[config.mk]
export PLATFORM = sky130hd
export DESIGN_NAME = stream_out_sched
export DESIGN_NICKNAME = d
export VERILOG_FILES = /design/src/rtl/stream_out_sched.sv
export SDC_FILE = /design/constraint.sdc
export NUM_CORES = 1
export LEC_CHECK = 0
export CAP_MARGIN = 10
export CORE_ASPECT_RATIO = 0.75
export CORE_MARGIN = 4
export CORE_UTILIZATION = 47
export CTS_BUF_LIST = sky130_fd_sc_hd__clkbuf_8
export DETAILED_ROUTE_END_ITERATION = 7
export PLACE_DENSITY_LB_ADDON = 0.05
export REMOVE_ABC_BUFFERS = 1
export SYNTH_ARGS = -nofsm -noshare
export SYNTH_HDL_FRONTEND = slang
export SYNTH_SLANG_ARGS = --single-unit
[constraint.sdc]
create_clock -name aclk -period 3.5 [get_ports aclk]
set_input_delay 0.35 -clock aclk [delete_from_list [all_inputs] [get_ports aclk]]
set_output_delay 0.35 -clock aclk [all_outputs]
set_load 0.02 [all_outputs]
[src/rtl/stream_out_sched.sv]
// Round-robin output scheduler: shares one AXI4-Stream master among N_CH actor ports,
// granting each in bursts of at most BURST beats until its frame length is exhausted.
module stream_out_sched #(
    parameter int unsigned N_CH   = 4,
    parameter int unsigned IDX_W  = 2,
    parameter int unsigned DATA_W = 32,
    parameter int unsigned LEN_W  = 16,
    parameter int unsigned BURST  = 4
) (
    input  logic                   aclk,
    input  logic                   aresetn,
    input  logic                   cfg_start,
    input  logic [N_CH-1:0]        cfg_en,
    input  logic [N_CH*LEN_W-1:0]  cfg_len,
    output logic                   busy,
    output logic                   done,
    input  logic [N_CH-1:0]        ch_send,
    input  logic [N_CH*DATA_W-1:0] ch_data,
    output logic [N_CH-1:0]        ch_rdy,
    output logic [N_CH-1:0]        ch_ack,
    output logic                   m_axis_tvalid,
    input  logic                   m_axis_tready,
    output logic [DATA_W-1:0]      m_axis_tdata,
    output logic                   m_axis_tlast,
    output logic [IDX_W-1:0]       m_axis_tuser
);

    typedef enum logic [1:0] {StIdle, StArb, StXfer, StDone} state_e;

    localparam logic [LEN_W-1:0] BurstLen = LEN_W'(BURST);
    localparam logic [LEN_W-1:0] OneBeat  = LEN_W'(1);
    localparam logic [IDX_W-1:0] LastCh   = IDX_W'(N_CH - 1);

    state_e            state_q, state_d;
    logic [N_CH-1:0]   pending_q, pending_d;
    logic [LEN_W-1:0]  remain_q [N_CH];
    logic [LEN_W-1:0]  remain_d [N_CH];
    logic [LEN_W-1:0]  bcnt_q, bcnt_d;
    logic [IDX_W-1:0]  gnt_q, gnt_d;
    logic [IDX_W-1:0]  rr_ptr_q, rr_ptr_d;

    logic [IDX_W-1:0]  arb_idx;
    logic [IDX_W-1:0]  cand;
    logic              arb_found;
    logic [LEN_W-1:0]  cur_rem;
    logic              beat;

    // Cyclic first-set search starting at rr_ptr, wrapping at N_CH.
    always_comb begin
        arb_idx   = rr_ptr_q;
        arb_found = 1'b0;
        cand      = '0;
        for (int unsigned k = 0; k < N_CH; k++) begin
            cand = IDX_W'((32'(rr_ptr_q) + k) % N_CH);
            if (!arb_found && pending_q[cand]) begin
                arb_idx   = cand;
                arb_found = 1'b1;
            end
        end
    end

    assign cur_rem = remain_q[gnt_q];
    assign beat    = ch_send[gnt_q] && m_axis_tready;

    always_comb begin
        state_d   = state_q;
        pending_d = pending_q;
        remain_d  = remain_q;
        bcnt_d    = bcnt_q;
        gnt_d     = gnt_q;
        rr_ptr_d  = rr_ptr_q;

        busy          = 1'b0;
        done          = 1'b0;
        ch_rdy        = '0;
        ch_ack        = '0;
        m_axis_tvalid = 1'b0;
        m_axis_tdata  = '0;
        m_axis_tlast  = 1'b0;
        m_axis_tuser  = '0;

        unique case (state_q)
            StIdle: begin
                if (cfg_start) begin
                    for (int unsigned i = 0; i < N_CH; i++) begin
                        remain_d[i]  = cfg_len[i*LEN_W +: LEN_W];
                        pending_d[i] = cfg_en[i] && (cfg_len[i*LEN_W +: LEN_W] != '0);
                    end
                    rr_ptr_d = '0;
                    state_d  = (|pending_d) ? StArb : StDone;
                end
            end
            StArb: begin
                busy    = 1'b1;
                gnt_d   = arb_idx;
                bcnt_d  = (remain_q[arb_idx] < BurstLen) ? remain_q[arb_idx] : BurstLen;
                state_d = StXfer;
            end
            StXfer: begin
                busy                 = 1'b1;
                m_axis_tvalid        = ch_send[gnt_q];
                m_axis_tdata         = ch_data[DATA_W*32'(gnt_q) +: DATA_W];
                m_axis_tlast         = (cur_rem == OneBeat);
                m_axis_tuser         = gnt_q;
                ch_rdy[gnt_q]        = m_axis_tready;
                ch_ack[gnt_q]        = beat;
                if (beat) begin
                    remain_d[gnt_q] = cur_rem - OneBeat;
                    bcnt_d          = bcnt_q - OneBeat;
                    if (cur_rem == OneBeat) begin
                        pending_d[gnt_q] = 1'b0;
                    end
                    // Grant ends on burst exhaustion or frame end; hand over the pointer.
                    if (cur_rem == OneBeat || bcnt_q == OneBeat) begin
                        rr_ptr_d = (gnt_q == LastCh) ? '0 : gnt_q + IDX_W'(1);
                        state_d  = (|pending_d) ? StArb : StDone;
                    end
                end
            end
            StDone: begin
                busy    = 1'b1;
                done    = 1'b1;
                state_d = StIdle;
            end
            default: state_d = StIdle;
        endcase
    end

    always_ff @(posedge aclk or negedge aresetn) begin
        if (!aresetn) begin
            state_q   <= StIdle;
            pending_q <= '0;
            bcnt_q    <= '0;
            gnt_q     <= '0;
            rr_ptr_q  <= '0;
            for (int unsigned i = 0; i < N_CH; i++) begin
                remain_q[i] <= '0;
            end
        end else begin
            state_q   <= state_d;
            pending_q <= pending_d;
            remain_q  <= remain_d;
            bcnt_q    <= bcnt_d;
            gnt_q     <= gnt_d;
            rr_ptr_q  <= rr_ptr_d;
        end
    end

endmodule
==> flow_results.xml <==
<?xml version="1.0" encoding="UTF-8"?>
<metrics>
  <group name="status">
    <metric name="run_status" unit="">finished, final reports clean</metric>
  </group>
  <group name="sta">
    <metric name="max_fclk" unit="MHz">303</metric>
    <metric name="worst_pin_slew" unit="ps">1130</metric>
    <metric name="fin_worst_hold_slack" unit="ps">58.3</metric>
    <metric name="timing.final.crit_share" unit="%">94.2</metric>
    <metric name="clock_skew" unit="ps">17.6</metric>
    <metric name="tns" unit="ps">0</metric>
    <metric name="final-max-slew-violation-count" unit="">0</metric>
    <metric name="slew-limit-headroom" unit="%">24.3</metric>
    <metric name="final.min_clock_period" unit="ps">3300</metric>
    <metric name="final_report_setup_violation_count" unit="">0</metric>
    <metric name="hold_viol" unit="">0</metric>
    <metric name="rsz_0062_raised_after_global_routing" unit="">no</metric>
  </group>
  <group name="worst_setup_path">
    <metric name="worst_setup_path_end_kind" unit="">primary output</metric>
    <metric name="worst_r2r_path_cells" unit="">9</metric>
    <metric name="required" unit="ps">3150</metric>
    <metric name="crit_path_start_kind" unit="">flip-flop</metric>
    <metric name="worstPathArrival" unit="ps">2950</metric>
    <metric name="worst-setup-path-type" unit="">reg -&gt; out</metric>
    <metric name="worstPathMaxFanout" unit="">13</metric>
  </group>
  <group name="yosys">
    <metric name="combinational_family_with_the_most_area_after_synthesis" unit="">simple AND/OR/NAND/NOR gates</metric>
    <metric name="post_synthesis_async_set_or_reset_flop_share" unit="%">100</metric>
    <metric name="yosysSeqAreaShare" unit="%">33.0</metric>
    <metric name="muxShareOfSynthArea" unit="%">18.2</metric>
    <metric name="synth_cells" unit="">742</metric>
    <metric name="synth_simple_gate_area_share" unit="%">21.1</metric>
    <metric name="synth_top_flop_cell" unit="">dfrtp_1</metric>
    <metric name="synth.yosys.warnings" unit="">0</metric>
    <metric name="synthAdderAreaFrac" unit="%">1.61</metric>
    <metric name="post_synth.cell_area_avg" unit="um^2">9.20</metric>
    <metric name="ys_seq_elements" unit="">90</metric>
    <metric name="synth_compound_area_share" unit="%">19.6</metric>
    <metric name="synthesis.area" unit="um^2">6830</metric>
    <metric name="number_of_enable_type_register_cells_in_the_synthesized_netlist" unit="">0</metric>
    <metric name="synth-xor-area-share" unit="%">2.42</metric>
    <metric name="synth_cell_type_count" unit="">65</metric>
  </group>
  <group name="global_route">
    <metric name="grt-ovfl-total" unit="">0</metric>
    <metric name="grt_pass1_wl" unit="um">43900</metric>
    <metric name="grt_start_max_net_pins" unit="">68</metric>
    <metric name="grt_pass1_vias" unit="">7570</metric>
    <metric name="global_route.usage.total" unit="%">34.8</metric>
    <metric name="grt_antenna_before_repair" unit="">0</metric>
  </group>
  <group name="power">
    <metric name="power_per_cell_area" unit="nW/um^2">393</metric>
    <metric name="p_leak" unit="nW">3.75</metric>
    <metric name="post-layout-total-power" unit="mW">3.85</metric>
    <metric name="ir_drop" unit="V">0.000211</metric>
  </group>
  <group name="run">
    <metric name="max_cap_violations" unit="">0</metric>
  </group>
  <group name="die">
    <metric name="fp-row-count" unit="">37</metric>
    <metric name="design.core.area" unit="um^2">14000</metric>
    <metric name="dieArea" unit="um^2">16500</metric>
    <metric name="die_h" unit="um">112</metric>
    <metric name="start_util" unit="%">48.8</metric>
    <metric name="die_w" unit="um">147</metric>
    <metric name="top_level_pins" unit="">250</metric>
  </group>
  <group name="final_layout">
    <metric name="final_nets" unit="">1191</metric>
    <metric name="final_cell_mix" unit="">clkdlybuf4s50_1 (247), dfrtp_1 (88), nand2_1 (80)</metric>
    <metric name="fin_util" unit="%">70.2</metric>
    <metric name="post_route_cells_drive_above_1_share" unit="%">11.4</metric>
    <metric name="final_common_cell" unit="">clkdlybuf4s50_1</metric>
    <metric name="area.growth.synth_to_final" unit="%">43.7</metric>
  </group>
  <group name="drt">
    <metric name="drtAntennaViolNets" unit="">0</metric>
    <metric name="drc" unit="">0</metric>
    <metric name="dr.pass1.iters" unit="">5</metric>
    <metric name="drt_iter0_markers" unit="">706</metric>
    <metric name="detail_route.wl_per_cell" unit="um">24.5</metric>
    <metric name="totalWireLength" unit="um">28900</metric>
    <metric name="viasPerCell" unit="">6.32</metric>
    <metric name="route.vias.total" unit="">7446</metric>
  </group>
  <group name="placed_design">
    <metric name="place.port_buffers" unit="">249</metric>
    <metric name="post-dp-hpwl" unit="um">23100</metric>
    <metric name="gp_routability_congestion" unit="">0.972</metric>
  </group>
  <group name="clocking">
    <metric name="clock_tree.root_cell" unit="">clkbuf_8</metric>
    <metric name="clk_path_buf_depth" unit="">2</metric>
    <metric name="hold_buffers" unit="">0</metric>
    <metric name="h-tree-depth" unit="">3</metric>
    <metric name="cts.clk_slew.worst_paths" unit="ps">100</metric>
    <metric name="tritoncts" unit="">yes</metric>
    <metric name="cts_made_buffers" unit="">9</metric>
    <metric name="clk-insertion-delay-late" unit="ps">390</metric>
    <metric name="sinks_on_the_clock_net" unit="">90</metric>
  </group>
  <group name="min_path">
    <metric name="type_of_the_tightest_min_delay_check" unit="">in -&gt; async</metric>
  </group>
</metrics>
-- registers in the layout, indices dropped and copies added (netlist names) --
| signal | cells |
|---|---|
| gnt_q | 2 |
| state_q | 2 |
| pending_q | 4 |
| bcnt_q | 16 |
| rr_ptr_q | 2 |
| remain_q | 64 |
-- metal layers --
metal,global-route usage (%),vias up,share of wire (%)
met2,54.8,513,46
li1,-,3284,-
met4,10.7,2,2.7
met5,0,-,0.076
met1,45.1,3590,39
met3,13.0,57,12
-- power breakdown --
group          switching (mW)  total (mW)  internal [mW]
Clock                   0.403       0.731          0.329
Sequential              0.220        1.44           1.22
Combinational           0.883        1.68          0.800
Total                    1.51        3.85           2.35
-- synth_stat cells, types with 4 or more instances --
library cell   n  area (um^2)
a21oi_1       49          245
a22oi_1       23          173
a2bb2oi_1     12          105
a32oi_1        5         43.8
and2_1         7         43.8
and3_1         8         50.1
buf_1          6         22.5
clkbuf_1      39          146
dfrtp_1       90         2250
ha_1           8          100
inv_1         19         71.3
mux2i_1        5         50.1
mux4_2        50         1130
nand2_1       80          300
nand3_1        9         45.0
nand4_1       14         87.6
nor2_1        65          244
nor2b_1       39          244
nor3_1        12         60.1
nor4_1        27          169
o2111ai_1      4         35.0
o211ai_1       7         52.6
o21ai_0       65          325
o21ai_1       16         80.1
o22ai_1        7         43.8
o31ai_1        6         45.0
xnor2_1       11         96.3
xor2_1         6         52.6
-- layout make-up --
class,count,area [um^2]
tap,195,244
multi-input combinational,583,4330
antenna,1,2.50
fill,1104,4170
timing repair buffer,276,2710
clock inverter,6,67.6
inverter,19,71.3
clock buffer,9,124
sequential,90,2260
-- repair_timing --
item,4_1_cts,5_1_grt
hold endpoints to repair,0,0
setup buffers,2,3
setup endpoints to repair,29,17
pin swaps,0,1
cloned,0,0
gates resized for setup,1,4
-- worst max-delay path: stages (launching register included) --
cell and delay (ps):
dfrtp_4 500, buf_6 230, mux4_2 540, and2_1 190, buf_4 180, nand2_1 240, inv_1 110, clkdlybuf4s50_1 560
-- cell families (layout without fill, tap and decap cells) --
family                   Yosys count  count (layout)
AO/OA/AOI/OAI                    216             216
XOR/XNOR                          18              18
adder cells (fa/ha/maj)            9               9
buffers and inverters             69             310
flip-flops                        90              90
multiplexers                      58              58
other                              0               1
AND/OR/NAND/NOR                  282             282
-- metrics by stage --
stage | instance area, um^2 | instances | setup slack (ps)
detailed placement | 9560 | 1158 | 252
finish | 9810 | 1179 | 202
global placement | 9560 | 1158 | 278
floorplan | 6620 | 692 | -1620
CTS | 9770 | 1175 | 25.7
global route | 9810 | 1178 | 52.6
-- final timing paths --
path / slack [ps] / start / end
min in group aclk: 480 / bcnt_q[11]$_DFFE_PN0P_ / bcnt_q[11]$_DFFE_PN0P_
max reg2reg: 430 / gnt_q[0]$_DFFE_PN0P_ / remain_q[12]$_DFFE_PN0P_
min: 60 / aresetn / remain_q[63]$_DFFE_PN0P_
min reg2reg: 480 / bcnt_q[11]$_DFFE_PN0P_ / bcnt_q[11]$_DFFE_PN0P_
max in group asynchronous: 2590 / aresetn / pending_q[1]$_DFFE_PN0P_
max: 200 / gnt_q[0]$_DFFE_PN0P_ / ch_ack[3]
No activity file was read; power rests on OpenSTA's default activity.
